<file path="src/rtl/terrain_pkg.sv">
// Shared terrain types for the probe sequencer, gameplay FSM and renderer.
// Terrain codes, probe slot order and the default edge-probe offset.
package terrain_pkg;

    typedef enum logic [1:0] {HOLE = 2'd0, WALL = 2'd1, GROUND = 2'd2, ROUGH = 2'd3} terrain_t;

    typedef enum logic [2:0] {P_CENTER, P_XPLUS, P_XMINUS, P_YPLUS, P_YMINUS} probe_idx_t;

    localparam int          NUM_PROBES           = 5;
    localparam logic [15:0] PROBE_OFFSET_DEFAULT = 16'h0080;

    // One in-flight BRAM read, carried alongside the read latency.
    typedef struct packed {
        logic       vld;
        probe_idx_t idx;
        logic       oob;
    } cap_slot_t;

endpackage

</file>
<file path="src/rtl/probe_addr_gen.sv">
// Combinational map address for one probe slot: applies the slot's offset to the
// latched 8.8 position, flags out-of-map / wrapped probes, and linearises row-major.
module probe_addr_gen
    import terrain_pkg::*;
#(
    parameter int          WIDTH        = 160,
    parameter int          HEIGHT       = 90,
    parameter logic [15:0] PROBE_OFFSET = PROBE_OFFSET_DEFAULT
) (
    input  logic [15:0] x,
    input  logic [15:0] y,
    input  probe_idx_t  slot_idx,
    output logic [15:0] addr,
    output logic        oob
);
    localparam logic [15:0] W16 = 16'(WIDTH);
    localparam logic [15:0] H16 = 16'(HEIGHT);

    logic [16:0] px, py, row;
    logic [15:0] cx, cy;

    always_comb begin
        px  = {1'b0, x};
        py  = {1'b0, y};
        oob = 1'b0;
        case (slot_idx)
            P_XPLUS: begin
                px  = {1'b0, x} + {1'b0, PROBE_OFFSET};
                oob = px[16];
            end
            P_XMINUS: begin
                oob = (x < PROBE_OFFSET);
                px  = {1'b0, x - PROBE_OFFSET};
            end
            P_YPLUS: begin
                py  = {1'b0, y} + {1'b0, PROBE_OFFSET};
                oob = py[16];
            end
            P_YMINUS: begin
                oob = (y < PROBE_OFFSET);
                py  = {1'b0, y - PROBE_OFFSET};
            end
            default: ;
        endcase
        cx = (px[15:0] >> 8);
        cy = (py[15:0] >> 8);
        if ((cx >= W16) || (cy >= H16))
            oob = 1'b1;
        row  = 17'(WIDTH) * {1'b0, cy};
        addr = oob ? 16'd0 : ((px[15:0] >> 8) + 16'(row));
    end

endmodule

</file>
<file path="src/rtl/terrain_probe_sequencer.sv">
// Shares one map BRAM across the five per-frame terrain probes: issues five reads
// back-to-back, absorbs the read latency and publishes all five codes at once.
module terrain_probe_sequencer
    import terrain_pkg::*;
#(
    parameter int          WIDTH        = 160,
    parameter int          HEIGHT       = 90,
    parameter int          READ_LATENCY = 2,
    parameter logic [15:0] PROBE_OFFSET = PROBE_OFFSET_DEFAULT
) (
    input  logic        clk_in,
    input  logic        rst_in,
    input  logic        probe_start,
    input  logic [15:0] ball_x,
    input  logic [15:0] ball_y,
    output logic [15:0] bram_addr,
    output logic        bram_en,
    input  logic [1:0]  bram_dout,
    output logic [1:0]  terrain_center,
    output logic [1:0]  terrain_xplus,
    output logic [1:0]  terrain_xminus,
    output logic [1:0]  terrain_yplus,
    output logic [1:0]  terrain_yminus,
    output logic        probe_valid,
    output logic        busy
);
    typedef enum logic [1:0] {S_IDLE, S_ISSUE, S_DRAIN, S_DONE} state_t;

    state_t      state_q, state_d;
    logic [7:0]  cnt_q, cnt_d;
    logic [15:0] x_q, y_q;
    logic [15:0] addr_g;
    logic        oob_g, issuing, last_drain;
    probe_idx_t  slot;
    cap_slot_t   cap_in;
    cap_slot_t   vld_pipe [READ_LATENCY:1];
    terrain_t    stage_q [NUM_PROBES];
    terrain_t    stage_d [NUM_PROBES];
    terrain_t    out_q [NUM_PROBES];

    assign issuing    = (state_q == S_ISSUE);
    assign last_drain = (state_q == S_DRAIN) && (cnt_q == 8'(READ_LATENCY - 1));
    assign slot       = probe_idx_t'(cnt_q[2:0]);

    probe_addr_gen #(
        .WIDTH(WIDTH), .HEIGHT(HEIGHT), .PROBE_OFFSET(PROBE_OFFSET)
    ) u_addr_gen (
        .x(x_q), .y(y_q), .slot_idx(slot), .addr(addr_g), .oob(oob_g)
    );

    // Out-of-bounds slots keep their cycle but never touch the BRAM.
    assign bram_en     = issuing & ~oob_g;
    assign bram_addr   = bram_en ? addr_g : 16'd0;
    assign busy        = (state_q != S_IDLE);
    assign probe_valid = (state_q == S_DONE);
    assign cap_in      = '{vld: issuing, idx: slot, oob: oob_g};

    always_comb begin
        state_d = state_q;
        cnt_d   = cnt_q;
        case (state_q)
            S_IDLE:
                if (probe_start) begin
                    state_d = S_ISSUE;
                    cnt_d   = 8'd0;
                end
            S_ISSUE:
                if (cnt_q == 8'(NUM_PROBES - 1)) begin
                    state_d = S_DRAIN;
                    cnt_d   = 8'd0;
                end else begin
                    cnt_d = cnt_q + 8'd1;
                end
            S_DRAIN:
                if (last_drain) begin
                    state_d = S_DONE;
                    cnt_d   = 8'd0;
                end else begin
                    cnt_d = cnt_q + 8'd1;
                end
            default: state_d = S_IDLE;
        endcase
    end

    always_ff @(posedge clk_in or posedge rst_in) begin
        if (rst_in) begin
            state_q <= S_IDLE;
            cnt_q   <= 8'd0;
            x_q     <= 16'd0;
            y_q     <= 16'd0;
        end else begin
            state_q <= state_d;
            cnt_q   <= cnt_d;
            if ((state_q == S_IDLE) && probe_start) begin
                x_q <= ball_x;
                y_q <= ball_y;
            end
        end
    end

    always_ff @(posedge clk_in or posedge rst_in) begin
        if (rst_in) begin
            for (int i = 1; i <= READ_LATENCY; i++) vld_pipe[i] <= '0;
        end else begin
            vld_pipe[1] <= cap_in;
            for (int i = 2; i <= READ_LATENCY; i++) vld_pipe[i] <= vld_pipe[i-1];
        end
    end

    // stage_d already contains the final slot's capture, so outputs switch as a set.
    always_comb begin
        stage_d = stage_q;
        if (vld_pipe[READ_LATENCY].vld)
            stage_d[vld_pipe[READ_LATENCY].idx] =
                vld_pipe[READ_LATENCY].oob ? WALL : terrain_t'(bram_dout);
    end

    always_ff @(posedge clk_in or posedge rst_in) begin
        if (rst_in) begin
            for (int i = 0; i < NUM_PROBES; i++) begin
                stage_q[i] <= GROUND;
                out_q[i]   <= GROUND;
            end
        end else begin
            stage_q <= stage_d;
            if (last_drain) out_q <= stage_d;
        end
    end

    assign terrain_center = out_q[P_CENTER];
    assign terrain_xplus  = out_q[P_XPLUS];
    assign terrain_xminus = out_q[P_XMINUS];
    assign terrain_yplus  = out_q[P_YPLUS];
    assign terrain_yminus = out_q[P_YMINUS];

endmodule
</file>
<file path="config.mk">
export PLATFORM = sky130hd
export DESIGN_NAME = terrain_probe_sequencer
export DESIGN_NICKNAME = d
export VERILOG_FILES = /design/src/rtl/terrain_pkg.sv /design/src/rtl/probe_addr_gen.sv /design/src/rtl/terrain_probe_sequencer.sv
export SDC_FILE = /design/constraint.sdc
export NUM_CORES = 1
export LEC_CHECK = 0
export CAP_MARGIN = 20
export CORE_MARGIN = 2
export CORE_UTILIZATION = 58
export CTS_BUF_LIST = sky130_fd_sc_hd__clkbuf_16
export DETAILED_ROUTE_END_ITERATION = 8
export GPL_ROUTABILITY_DRIVEN = 0
export GPL_TIMING_DRIVEN = 1
export PLACE_DENSITY = 0.88
export SLEW_MARGIN = 10
export SYNTH_ARGS = -nofsm -noshare
export SYNTH_HDL_FRONTEND = slang
export SYNTH_SLANG_ARGS = --single-unit
</file>
<file path="constraint.sdc">
create_clock -name clk_in -period 7.5 [get_ports clk_in]
set_input_delay 1.125 -clock clk_in [delete_from_list [all_inputs] [get_ports clk_in]]
set_output_delay 1.125 -clock clk_in [all_outputs]
set_load 0.01 [all_outputs]
</file>
==> results of run 1 <==
[cells by family (layout without fill, tap and decap cells)]
| kind of cell | count (synthesis) | after routing | share of synthesized area |
|---|---|---|---|
| AO/OA/AOI/OAI | 90 | 90 | 0.146 |
| XOR/XNOR | 20 | 20 | 0.0435 |
| adder cells (fa/ha/maj) | 29 | 29 | 0.0938 |
| buffers and inverters | 48 | 101 | 0.0531 |
| flip-flops | 58 | 58 | 0.363 |
| multiplexers | 37 | 37 | 0.103 |
| AND/OR/NAND/NOR | 158 | 158 | 0.198 |
[area by class of cell]
type | instances | area [um^2]
clock buffer | 9 | 225
clock inverter | 7 | 101
fill | 489 | 1870
inverter | 33 | 124
multi-input combinational | 334 | 2350
sequential | 58 | 1460
tap | 80 | 100
timing repair buffer | 52 | 518
[state kept, by name, indices dropped and copies added (netlist names)]
name	flops
cnt_q	8
stage_q	10
state_q	2
terrain_center	2
terrain_xminus	2
terrain_xplus	2
terrain_yminus	2
terrain_yplus	2
vld_pipe	10
x_q	9
y_q	9
[worst paths after layout]
path	cells after the start	slack, ps	end
max reg2reg	9	4330	vld_pipe[0]
max	17	1110	bram_addr[15]
min reg2reg	0	350	vld_pipe[9]
max in group asynchronous	3	5710	y_q[8]
min in group asynchronous	3	1310	x_q[8]
min	0	350	vld_pipe[9]
[per-stage QoR]
step | cell area (um^2) | hold WS [ps] | utilization
after floorplan | 4030 | 331 | -
after global placement | 4560 | 332 | 0.675
after detailed placement | 4560 | 336 | 0.675
after CTS | 4880 | 349 | 0.723
after global routing | 4880 | 354 | 0.723
final | 4880 | 347 | 0.723
[power groups by stage]
stage	logic, W	clock network [W]	registers (W)
finish	0.00117	0.000445	0.000586
global placement	0.00111	0	0.000572
detailed placement	0.00116	0	0.000582
global route	0.00131	0.000465	0.000605
floorplan	0.000927	0	0.000519
CTS	0.00117	0.000451	0.000580
[per-layer routing]
metal,vias to the layer above,part of all wire
met2,127,0.50
met1,1705,0.42
met5,-,0
li1,1677,-
met4,0,0.017
met3,18,0.065
[critical path, stage by stage, from the launching register on]
cell and delay [ps]:
dfrtp_1 650, inv_1 250, ha_1 440, a41oi_1 170, o21a_1 130, a211oi_1 540
ha_1 270, ha_1 160, inv_1 50, fa_1 380, nand2b_1 170, o2bb2ai_1 160
xnor2_1 230, nand3_1 160, nor3_1 290, nand3_1 120, a31oi_1 190, clkdlybuf4s50_1 580
[cell usage after synthesis, drive strengths merged, types with 4 or more instances]
| cell type | instances | area (um^2) |
|---|---|---|
| o21ai | 19 | 95.1 |
| buf | 5 | 52.6 |
| nand4 | 6 | 37.5 |
| a21o | 4 | 30.0 |
| mux2 | 35 | 394 |
| nor4 | 5 | 37.5 |
| a221oi | 4 | 35.0 |
| xor2 | 12 | 105 |
| a211oi | 5 | 37.5 |
| nor3 | 14 | 75.1 |
| xnor2 | 8 | 70.1 |
| clkbuf | 10 | 37.5 |
| dfstp | 10 | 263 |
| ha | 27 | 338 |
| and3 | 4 | 25.0 |
| a31oi | 5 | 31.3 |
| a21oi | 22 | 110 |
| nand2b | 10 | 62.6 |
| dfrtp | 48 | 1200 |
| nor2 | 48 | 180 |
| nand2 | 32 | 120 |
| o22ai | 5 | 31.3 |
| inv | 33 | 124 |
| nand3 | 18 | 90.1 |
| nor3b | 5 | 37.5 |
==> out/qor.csv, run 1 <==
stage,metric,value,unit
detailed_routing,detail-route-antenna-nets,0,
global_route,grt_usage,0.252,
global_route,grt_pass1_wl,15200,um
logic_synthesis,yosysSeqAreaShare,0.363,
clock_network,ctsHoldBuffers,0,
clock_network,cts-resized-gates,0,
clock_network,cts_tree,yes,
global_route,grt_max_degree,59,
placement,portBuffers,51,
logic_synthesis,ys_warn_count,0,
clock_network,cts_num_sinks,58,
worst_hold_path,hold_start,vld_pipe[4],
layout,insertedDiodeCount,0,
job,maxCapViolations,0,
floorplan,die_x,87.4,um
timing,timing.setup.tns,0,ps
timing,fin_ws,1110,ps
clock_network,root_buffer,clkbuf_16,
clock_network,h-tree-depth,3,
timing,setup_viol,0,
critical_path,cp_max_fo,22,
timing,slew_viol_final,0,
global_route,grt_antenna_before_repair,0,
global_route,grt_pass1_vias,3399,
pwr,ir_drop,0.365,mV
timing,max_slew_margin,0.454,
layout,nNetsFinal,554,
placement,dp_hpwl,6480,um
timing,timing.final.crit_period,6390,ps
pwr,cellLeakagePower,2.01,nW
critical_path,critPathKind,reg -> out,
global_route,grt_use_met2,0.426,
timing,worstMarginPinSlew,817,ps
pwr,power_frac_clock,0.202,
layout,areaGrowthSynthToFinish,21.2,%
logic_synthesis,synthesis.area,4030,um^2
detailed_routing,vias,3527,
timing,hold_viol,0,
floorplan,dieArea,7630,um^2
timing,clock.fmax,156,MHz
pwr,power.density,451,nW/um^2
logic_synthesis,synthCells,440,
floorplan,rows,30,
logic_synthesis,ys_ff_latch,58,
detailed_routing,vias_per_cell,6.16,
global_route,grt_use_met1,0.305,
logic_synthesis,synth-edff-count,0,
placement,pre_cts_ws,1560,ps
pwr,report.power.total,0.00220,W
detailed_routing,wirelength,9130,um
layout,final_common_cell,clkdlybuf4s50_1,
critical_path,cp-end-kind,output pin,
clock_network,numCtsBuffers,9,
pwr,comb_power_share,0.532,
pwr,p_int,0.00126,W
logic_synthesis,avgSynthCellArea,9.16,um^2
pwr,p_sw_frac,0.426,
floorplan,io_pins,66,
detailed_routing,drt_iter0_drc,230,
run_status,status,completed,
floorplan,fp.dieH,87.4,um
critical_path,worstSetupStartpointType,flip-flop,
worst_hold_path,holdCritPathClass,reg -> reg,
layout,drive_gt1_frac,0.140,
detailed_routing,dr.pass1.iters,5,
global_route,gr-usage-met3,0.0768,
clock_network,clockBufferDepth,2,
logic_synthesis,ys_types,59,
critical_path,rr_startpoint,cnt_q[2],
global_route,grt-ovfl-total,0,
timing,fin_crit_sh,0.852,
detailed_routing,drc_errors,0,
clock_network,clkLatencyLatePin,330,ps
clock_network,cts_setup_buffers,0,
global_route,grt-busiest-layer,met2,
pwr,switching_power,0.000937,W
clock_network,path_clk_slew,60,ps
floorplan,start_util,0.596,
layout,stdcell_count,573,
detailed_routing,wl_per_cell,15.9,um
logic_synthesis,ys.flop_type,dfrtp_1,
critical_path,arrival,5270,ps
logic_synthesis,synthArstFlopShare,1.00,
placement,dp_cells,557,
timing,finClkSkew,11.4,ps
timing,rsz0062_at_grt,false,
pwr,seq_power_share,0.266,
critical_path,cp.required,6380,ps
critical_path,critPathLaunch,cnt_q[2],
logic_synthesis,syn_nets,506,
layout,layout_common_cells,"clkdlybuf4s50_1 (51), nor2_1 (48), dfrtp_1 (48)",
floorplan,core_region_area,6760,um^2
Power figures use the tool's default switching activity.
==> inputs of run 2 (changes only) <==
--- a/config.mk
+++ b/config.mk
@@ -7,13 +7,15 @@
 export LEC_CHECK = 0
 export CAP_MARGIN = 20
 export CORE_MARGIN = 2
-export CORE_UTILIZATION = 58
+export CORE_UTILIZATION = 60
 export CTS_BUF_LIST = sky130_fd_sc_hd__clkbuf_16
 export DETAILED_ROUTE_END_ITERATION = 8
 export GPL_ROUTABILITY_DRIVEN = 0
 export GPL_TIMING_DRIVEN = 1
-export PLACE_DENSITY = 0.88
+export PLACE_DENSITY = 0.89
+export SETUP_SLACK_MARGIN = 0.5
 export SLEW_MARGIN = 10
 export SYNTH_ARGS = -nofsm -noshare
 export SYNTH_HDL_FRONTEND = slang
+export SYNTH_HIERARCHICAL = 1
 export SYNTH_SLANG_ARGS = --single-unit
==> out/qor.csv, run 2 <==
stage,metric,value,unit,change
run_status,status,completed,,unchanged
worst_hold_path,hold_end,vld_pipe[6],,was vld_pipe[9]
pwr,cellLeakagePower,2.02,nW,was 2.01 nW
placement,dp_hpwl,5950,um,was 6480 um
global_route,grt_antenna_before_repair,0,,unchanged
layout,insertedDiodeCount,0,,unchanged
critical_path,reg2reg_depth,6,,was 9
clock_network,cts_setup_buffers,0,,unchanged
layout,nNetsFinal,504,,was 554
clock_network,cts-resized-gates,0,,unchanged
layout,drive_gt1_frac,0.200,,was 0.140
critical_path,cp-end-kind,output pin,,unchanged
global_route,grt-ovfl-total,0,,unchanged
layout,final_common_cell,clkdlybuf4s50_1,,unchanged
timing,fin_ws,1140,ps,was 1110 ps
worst_hold_path,holdCritPathClass,reg -> reg,,unchanged
floorplan,core_region_area,6420,um^2,was 6760 um^2
timing,slew_viol_final,0,,unchanged
critical_path,cp.required,6380,ps,about the same
floorplan,dieArea,7400,um^2,was 7630 um^2
floorplan,start_util,0.629,,was 0.596
placement,pre_cts_ws,1560,ps,about the same
detailed_routing,drc_errors,0,,unchanged
timing,hold_viol,0,,unchanged
pwr,comb_power_share,0.530,,was 0.532
detailed_routing,wl_per_cell,16.7,um,was 15.9 um
timing,clock.fmax,157,MHz,was 156 MHz
timing,rsz0062_at_grt,false,,unchanged
critical_path,r2r_end,vld_pipe[0],,unchanged
critical_path,worstSetupStartpointType,flip-flop,,unchanged
logic_synthesis,synthCells,386,,was 440
global_route,grt_pass1_vias,3148,,was 3399
detailed_routing,drt_iter0_drc,184,,was 230
pwr,power_frac_clock,0.210,,was 0.202
pwr,switching_power,0.000902,W,was 0.000937 W
timing,timing.setup.tns,0,ps,unchanged
global_route,grt_usage,0.254,,was 0.252
detailed_routing,vias,3211,,was 3527
timing,timing.final.crit_period,6360,ps,was 6390 ps
clock_network,h-tree-depth,3,,unchanged
clock_network,cts_num_sinks,58,,unchanged
timing,setup_viol,0,,unchanged
timing,worstMarginPinSlew,867,ps,was 817 ps
floorplan,rows,29,,was 30
placement,portBuffers,51,,unchanged
global_route,grt_max_degree,59,,unchanged
pwr,power.density,449,nW/um^2,was 451 nW/um^2
detailed_routing,dr.pass1.iters,4,,was 5
critical_path,arrival,5230,ps,was 5270 ps
logic_synthesis,avgSynthCellArea,10.5,um^2,was 9.16 um^2
pwr,seq_power_share,0.260,,was 0.266
job,maxCapViolations,0,,unchanged
clock_network,cts_tree,yes,,unchanged
global_route,grt_pass1_wl,14800,um,was 15200 um
critical_path,critPathKind,reg -> out,,unchanged
pwr,p_sw_frac,0.407,,was 0.426
critical_path,rrSetupSlack,4810,ps,was 4330 ps
clock_network,root_buffer,clkbuf_16,,unchanged
timing,fin_crit_sh,0.848,,was 0.852
clock_network,clockBufferDepth,2,,unchanged
detailed_routing,detail-route-antenna-nets,0,,unchanged
critical_path,rr_startpoint,cnt_q[2],,unchanged
floorplan,fp.dieH,86.0,um,was 87.4 um
critical_path,cp_max_fo,22,,unchanged
timing,max_slew_margin,0.421,,was 0.454
layout,fillers,405,,was 489
floorplan,io_pins,66,,unchanged
logic_synthesis,synthesis.area,4040,um^2,was 4030 um^2
placement,dp_cells,505,,was 557
pwr,p_int,0.00132,W,was 0.00126 W
clock_network,path_clk_slew,50,ps,was 60 ps
logic_synthesis,syn_nets,451,,was 506
pwr,ir_drop,0.274,mV,was 0.365 mV
layout,largestRegisters,"stage_q x10, vld_pipe x10",,unchanged
worst_hold_path,min_path_cells,0,,unchanged
logic_synthesis,ys_warn_count,6,,was 0
detailed_routing,wirelength,8710,um,was 9130 um
layout,stdcell_count,521,,was 573
timing,finClkSkew,6.22,ps,was 11.4 ps
layout,layout_common_cells,"clkdlybuf4s50_1 (51), dfrtp_1 (48), mux2_2 (38)",,"was clkdlybuf4s50_1 (51), nor2_1 (48), dfrtp_1 (48)"
detailed_routing,vias_per_cell,6.16,,about the same
floorplan,die_x,86.0,um,was 87.4 um
clock_network,ctsHoldBuffers,0,,unchanged
worst_hold_path,hold_start,vld_pipe[1],,was vld_pipe[4]
clock_network,numCtsBuffers,9,,unchanged
clock_network,clkLatencyLatePin,330,ps,about the same
layout,areaGrowthSynthToFinish,22.2,%,was 21.2%
[run 2: worst max-delay path by stage]
stage | end | slack, ps | from | depth (start not counted)
CTS | bram_addr[14] | 1160 | cnt_q[2] | 14
detailed placement | bram_addr[14] | 1560 | cnt_q[2] | 14
finish | bram_addr[14] | 1140 | cnt_q[2] | 14
floorplan | bram_addr[14] | 2270 | cnt_q[2] | 13
global route | bram_addr[14] | 700 | cnt_q[2] | 14
global placement | bram_addr[14] | 1670 | cnt_q[2] | 14
[run 2: critical path: stages, from the launching register on]
cell             delay, ps
dfrtp_1                760
or3b_1                 480
nor3_1                 300
nor2_1                  90
xnor2_1                250
ha_1                   290
ha_1                   310
a21o_1                 160
a21oi_1                310
nor4b_1                100
a2111oi_1              700
o211ai_1               200
a221oi_1               250
and2_1                 160
clkdlybuf4s50_1        530
[run 2: final cells by class]
| type | count | area, um^2 | share of cell area |
|---|---|---|---|
| multi-input combinational | 295 | 2430 | 0.493 |
| sequential | 58 | 1460 | 0.297 |
| timing repair buffer | 53 | 526 | 0.106 |
| clock buffer | 9 | 225 | 0.0456 |
| clock inverter | 7 | 108 | 0.0218 |
| tap | 77 | 96.3 | 0.0195 |
| inverter | 22 | 82.6 | 0.0167 |
[run 2: power by group through the flow]
| stage | clock network (W) | logic, W | registers (W) |
|---|---|---|---|
| finish | 0.000465 | 0.00118 | 0.000577 |
| global route | 0.000486 | 0.00131 | 0.000595 |
| CTS | 0.000471 | 0.00117 | 0.000574 |
| detailed placement | 0 | 0.00115 | 0.000575 |
| global placement | 0 | 0.00110 | 0.000564 |
| floorplan | 0 | 0.000916 | 0.000540 |
[run 2: stage by stage]
step	hold WS [ps]	util	instance area (um^2)	power, W
final	361	0.769	4940	0.00222
after global routing	359	0.769	4940	0.00239
after CTS	359	0.769	4940	0.00221
after detailed placement	335	0.717	4600	0.00172
after global placement	333	0.717	4600	0.00166
after floorplan	331	-	4040	0.00146
[run 2: metal layers]
layer  share of wire  up-vias  global-route usage
li1                -     1542                   -
met1            0.43     1586               0.314
met2            0.51       67               0.436
met3           0.038       16              0.0654
met4           0.013        0              0.0808
met5               0        -                   0
